### src/rtl/imem_loader.sv
// rtl/imem_loader.sv - UART byte stream to instruction-memory image loader
// Optional trailing XOR checksum byte: define IMEM_LOADER_CHECKSUM_EN.
module imem_loader #(
  parameter int ADDR_W    = 14,
  parameter int MAX_WORDS = 16384
) (
  input  logic              clk,
  input  logic              reset,
  input  logic [7:0]        rx_data,
  input  logic              rx_valid,
  output logic              imem_we,
  output logic [ADDR_W-1:0] imem_addr,
  output logic [31:0]       imem_wdata,
  output logic              cpu_hold,
  output logic              busy,
  output logic              done,
  output logic              error
);

  localparam logic [2:0] S_LEN  = 3'd0;
  localparam logic [2:0] S_DATA = 3'd1;
  localparam logic [2:0] S_CHK  = 3'd2;
  localparam logic [2:0] S_DONE = 3'd3;
  localparam logic [2:0] S_ERR  = 3'd4;

  localparam logic [31:0] MAX_LEN = 32'(MAX_WORDS);

  // State entered once the image body is complete (or len == 0).
`ifdef IMEM_LOADER_CHECKSUM_EN
  localparam logic [2:0] S_END = S_CHK;
`else
  localparam logic [2:0] S_END = S_DONE;
`endif

  logic [2:0]  state;
  logic [1:0]  bcnt;
  logic [23:0] word_q;
  logic [31:0] len_q;
  logic [31:0] wcnt;
  logic [31:0] word_full;
`ifdef IMEM_LOADER_CHECKSUM_EN
  logic [7:0]  csum;
`endif

  // Lane 3 is never stored: the 4th byte is used directly from rx_data.
  assign word_full = {rx_data, word_q};

  assign busy = ((state == S_LEN) && (bcnt != 2'd0)) ||
                (state == S_DATA) || (state == S_CHK);

  always_ff @(posedge clk or posedge reset) begin
    if (reset) begin
      state      <= S_LEN;
      bcnt       <= 2'd0;
      word_q     <= 24'd0;
      len_q      <= 32'd0;
      wcnt       <= 32'd0;
      imem_we    <= 1'b0;
      imem_addr  <= '0;
      imem_wdata <= 32'd0;
      cpu_hold   <= 1'b1;
      done       <= 1'b0;
      error      <= 1'b0;
`ifdef IMEM_LOADER_CHECKSUM_EN
      csum       <= 8'd0;
`endif
    end else begin
      imem_we  <= 1'b0;
      // Status flags follow the state one edge later, so done rises as the
      // final write cycle ends.
      done     <= (state == S_DONE);
      error    <= (state == S_ERR);
      cpu_hold <= (state != S_DONE);

      if (rx_valid && ((state == S_LEN) || (state == S_DATA))) begin
        bcnt <= bcnt + 2'd1;
        case (bcnt)
          2'd0:    word_q[7:0]   <= rx_data;
          2'd1:    word_q[15:8]  <= rx_data;
          2'd2:    word_q[23:16] <= rx_data;
          default: ;
        endcase
      end

      if (rx_valid) begin
        case (state)
          S_LEN: begin
            if (bcnt == 2'd3) begin
              if (word_full == 32'd0) begin
                state <= S_END;
              end else if (word_full > MAX_LEN) begin
                state <= S_ERR;
              end else begin
                len_q <= word_full;
                wcnt  <= 32'd0;
                state <= S_DATA;
              end
            end
          end
          S_DATA: begin
`ifdef IMEM_LOADER_CHECKSUM_EN
            csum <= csum ^ rx_data;
`endif
            if (bcnt == 2'd3) begin
              imem_we    <= 1'b1;
              imem_addr  <= wcnt[ADDR_W-1:0];
              imem_wdata <= word_full;
              wcnt       <= wcnt + 32'd1;
              if (wcnt == len_q - 32'd1) begin
                state <= S_END;
              end
            end
          end
`ifdef IMEM_LOADER_CHECKSUM_EN
          S_CHK: begin
            state <= (rx_data == csum) ? S_DONE : S_ERR;
          end
`endif
          default: ;
        endcase
      end
    end
  end

endmodule

### config.mk
export PLATFORM = sky130hd
export DESIGN_NAME = imem_loader
export DESIGN_NICKNAME = d
export VERILOG_FILES = /design/src/rtl/imem_loader.sv
export SDC_FILE = /design/constraint.sdc
export NUM_CORES = 1
export LEC_CHECK = 0
export ABC_AREA = 1
export CAP_MARGIN = 20
export CORE_MARGIN = 3
export CORE_UTILIZATION = 40
export DETAILED_ROUTE_END_ITERATION = 10
export GPL_ROUTABILITY_DRIVEN = 0
export PLACE_DENSITY = 0.59
export SYNTH_ARGS = -nofsm -noshare
export SYNTH_HDL_FRONTEND = slang
export SYNTH_SLANG_ARGS = --single-unit
### constraint.sdc
create_clock -name clk -period 5.8 [get_ports clk]
set_clock_uncertainty 0.2 [all_clocks]
set_input_delay 1.74 -clock clk [delete_from_list [all_inputs] [get_ports clk]]
set_output_delay 1.74 -clock clk [all_outputs]
set_load 0.02 [all_outputs]
# Yosys cells after proc, flatten, opt, wreduce, memory -nomap -nowiden

Index checks and enable logic that the tools add are counted.

Add/subtract/negate cells: 3
Multiply operators: 0
Div/mod/pow operators: 0
Magnitude comparators: 1
Equal/unequal tests: 14
Shift operators: 0
Muxes and demuxes: 14
Bitwise gates (word level): 2
Reductions and logical operators: 17

Operators with widths:

| kind                                                 | count |
|---|---|
| 2-to-1 mux 32 bit                                    | 4 |
| case mux 32 bit (2 select lines)                     | 1 |
| adder 32 x 1 -> 32 bit, second input constant        | 1 |
| == test 32 bit                                       | 1 |
| > comparator 32 x 15 -> 1 bit, second input constant | 1 |
| zero test 32 bit                                     | 1 |
| subtractor 32 x 1 -> 32 bit, second input constant   | 1 |
| 2-to-1 mux 3 bit                                     | 5 |
| AND reduction 5 bit                                  | 2 |
| == test 3 x 2 -> 1 bit, second input constant        | 2 |
| != test 2 x 1 -> 1 bit, second input constant        | 3 |
| case mux 3 bit (2 select lines)                      | 1 |
| AND reduction 2 bit                                  | 3 |
| AND reduction 6 bit                                  | 1 |
| == test 2 bit, second input constant                 | 2 |
| != test 2 bit, second input constant                 | 2 |
| nonzero test 2 bit                                   | 2 |
| == test 3 x 1 -> 1 bit, second input constant        | 1 |
| == test 3 bit, second input constant                 | 1 |
| zero test 3 bit                                      | 1 |
| logical OR 1 bit                                     | 3 |
| 2-to-1 mux 1 bit                                     | 3 |
| != test 3 x 2 -> 1 bit, second input constant        | 1 |
| AND reduction 3 bit                                  | 1 |
| 5 further kinds                                      | 7 |

Bits in registers: 143
Latch bits: 0
Bits in writable memories: 0
ROM bits: 0
Input bits: 11
Output and inout bits: 51
Word-level logic and storage cells: 64
Memories kept: 0

# Longest topological paths before layout

Depth in word-level cells: 5
Gate-level depth with buffers: 17
Gate-level depth less buffers: 17

# Worst setup path before layout

No wires, ideal clock.

Path type: input to register
Start: input port rx_data[0]
End: register wcnt[2]
Library setup time: 0.126 ns
Arrival time: 2.907 ns
Data required time: 5.474 ns
Slack: 2.568 ns
Stages: 9
Path buffers: 1
Cell sequence: nor4_1 nand4_1 a21oi_1 nand2_1 nand2_2 buf_2 nand3_1 nand2_1 a21oi_1

Word-level cells in the longest chain between the ends: 3
Elaborated cells on any way between the ends: 5
Classes of those cells: order compare: 1; eq/ne: 2; reduce/logical: 2

RTL lines:

| what                                                              | line   | source |
|---|---|---|
| from (decl)                                                       | 9      | `input logic [7:0] rx_data,` |
| > comparator 32 x 15 -> 1 bit or zero test 32 bit (tied branches) | 91, 89 |  |
| != test 2 bit (no line)                                           | n/a    |  |
| AND reduction 6 bit (no line) *                                   | n/a    |  |
| to (signal assigned)                                              | 108    | `wcnt <= wcnt + 32'd1;` |
| to (decl)                                                         | 39     | `logic [31:0] wcnt;` |

Every way passes the cells marked *; elsewhere a longest branch is shown, timed or not.
A chain may end at the register's enable or synchronous reset.

# Worst setup path in the final report

Start: input port rx_data[3]
End: register len_q[30]

Word-level cells in the longest chain between the ends: 3
Elaborated cells on any way between the ends: 5
Classes of those cells: order compare: 1; bitwise: 2; reduce/logical: 2

RTL lines:

| what                                                              | line   | source |
|---|---|---|
| > comparator 32 x 15 -> 1 bit or zero test 32 bit (tied branches) | 91, 89 |  |
| NOT 1 bit (no line)                                               | n/a    |  |
| AND reduction 5 bit (no line) *                                   | n/a    |  |
| to (signal assigned)                                              | 94     | `len_q <= word_full;` |
| to (decl)                                                         | 38     | `logic [31:0] len_q;` |

Marks and branches as above.

==> metrics.cfg <==
[place]
port_buffers = 61
place_ws_ns = 1.13
dp_cells = 1289
dp.final_hpwl_um = 14900
placed_area_sq_mm = 0.00849

[outcome]
status = completed

[die]
die_w_um = 144
io-pin-count = 62
core.rowCount = 49
design.core.area_sq_mm = 0.0184
start_util_pct = 41.6
die-area_sq_mm = 0.0208
die_h_um = 144

[logic_synthesis]
synth-main-ff-cell = dfrtp_1
synth_xor_area_share_pct = 4.35
synthSimpleGateAreaFrac_pct = 32.1
synth_most_common_cell = nand2_1
synth_compound_area_share_pct = 8.18
synth_area_per_cell_sq_um = 7.49
synth_edf_count = 0
synth_top_area_share_pct = 46.5
syn_inst = 1021
postSynth.asyncResetShare_pct = 100
ys_ff_latch = 143
muxShareOfSynthArea_pct = 0
synth_nets = 1038
yosys.area.top_type = dfrtp_1
synth_top_cells_by_count = nand2_1, dfrtp_1, inv_1
synth_warnings = 0
synthAdderAreaFrac_pct = 0.982
synth_top_family_by_area = simple AND/OR/NAND/NOR gates
syn_area_sq_mm = 0.00764
ys_top_cells_by_area = dfrtp_1, nand2_1, o21ai_0
synth_cell_types = 35
ys_seq_area_share_pct = 46.8

[routing]
first_iter_violations = 467
drcViolationCount = 0
first_pass_iters = 5
via_per_inst = 5.03
vias = 6643
drtAntennaViolNets = 0
wl_per_cell_um = 15.5
totalWireLength_um = 20400

[critical_path]
r2r_cells = 9
endpoint_kind = register
worst_ep_required_time_ns = 5.91
r2r_end = len_q[30]
critPathKind = in -> reg
reg2reg_from = word_q[11]
arrival_ns = 4.33
cp-start-kind = input port
cpPeakStageDelay_ns = 0.74
cp_cell_sequence = clkdlybuf4s50_1 > nor4_1 > nand4_1 > a21oi_1 > nand3_1 > buf_4 > nand2_1 > inv_1
cp_max_fo = 33
r2r_slack_ns = 2.83
slowest_stage = nand3_1

[grt]
grt_pass1_wl_um = 33900
grt_max_degree = 90
grt_pass1_vias = 6366
track_usage_pct = 20.8
antenna_found_initial = 0
grt-ovfl-total = 0

[final_layout]
nets = 1096
final_cell_count_no_fill = 1321
drive_above_1_share_pct = 6.41
antennaDiodeCount = 0
synthToLayoutAreaGrowth_pct = 19.4
final_cell_area_sq_mm = 0.00913

[timing]
tightest_slew_ns = 0.998
fin_setup_tns_ns = 0
post-route-period-util_pct = 72.8
final-setup-viol-count = 0
rsz0062_at_grt = false
fin_ws_ns = 1.58
max_freq_ghz = 0.237
final_max_slew_viol_count = 0
final_hold_viol_count = 0
period_minus_slack_ns = 4.22
relSlewSlack_pct = 33.3

[cts]
clk_transition_reported_paths_ns = 0.07
post_cts_buffers = 0
hold_buffers = 0
clock_sinks = 143
cts.htree.levels = 4
cts_root_buf = clkbuf_16
cts_tree = done
post_cts_resized = 0
cts_buffer_depth = 2
clkLatencyLatePin_ns = 0.43
numCtsBuffers = 17

[power]
p_total_w = 0.00222
p_leak_nw = 4.84
power_per_cell_area_mw_per_mm2 = 244
vdd_drop_max_mv = 0.173

[min_path]
min_from = state[2]
hold_class = reg -> reg
hold_depth = 1
holdPathEnd = done

[run]
cap_viol_max_count = 0

[critical path, delay by kind of cell]
family	cells	cell delay, ns
AND/OR/NAND/NOR	4	1.38
AO/OA/AOI/OAI	1	0.26
buffers and inverters	3	0.95
[logic make-up (layout without fill, tap and decap cells)]
family / after synthesis / count (layout)
compound gates: 123 / 123
xor+xnor: 38 / 38
fa+ha+maj: 6 / 6
buf+inv: 151 / 222
flops: 143 / 143
simple gates: 560 / 560
[final cells by class]
class                      instances  area, sq um
fill                            1847         9260
sequential                       143         3580
multi-input combinational        727         3490
timing repair buffer              66          661
inverter                         124          470
clock buffer                      17          425
tap                              229          287
clock inverter                    15          218
[flip-flops by register name, indices dropped and copies added, names as in the netlist]
signal,flops
imem_wdata,32
error,1
imem_we,1
bcnt,2
wcnt,32
state,3
word_q,24
cpu_hold,1
len_q,32
imem_addr,14
done,1
[metal layers]
layer / vias to the layer above / track usage [%] / share of wire [%]
li1: 3355 / - / -
met1: 3139 / 28.7 / 47
met2: 138 / 34.2 / 48
met3: 11 / 4.33 / 4.3
met4: 0 / 4.47 / 0.96
met5: - / 0 / 0
[metrics by stage]
stage	util, %	hold WS [ns]
finish	49.6	0.262
global route	49.6	0.303
CTS	49.6	0.267
detailed placement	46.1	0.255
global placement	46.1	0.258
floorplan	-	0.236
[cell usage in the layout, fill, tap and decap left out, drive strengths merged, types with 3 or more instances in the layout]
master,count
a21oi,3
buf,5
bufinv,3
clkbuf,17
clkdlybuf4s50,61
clkinv,5
dfrtp,142
ha,6
inv,131
nand2,334
nand3,48
nand3b,4
nand4,31
nor2,111
nor3,20
nor4,6
o21ai,117
xnor2,5
xor2,33
[worst max path at each step]
stage	startpoint	to	slack, ns	cells past startpoint
after floorplan	reset	bcnt[0]	0.02	1
after global placement	rx_data[3]	len_q[18]	1.16	8
after CTS	rx_data[3]	len_q[30]	1.59	8
after detailed placement	rx_data[3]	len_q[27]	1.13	8
final	rx_data[3]	len_q[30]	1.58	8
after global routing	rx_data[3]	len_q[19]	1.26	8
[power breakdown]
group / leakage (nW) / switching (W) / internal [W]
Clock: 0.315 / 0.000492 / 0.000702
Combinational: 2.70 / 0.0000262 / 0.00000838
Sequential: 1.82 / 0 / 0.000997
Note: power is estimated with default switching activity, not from simulation.
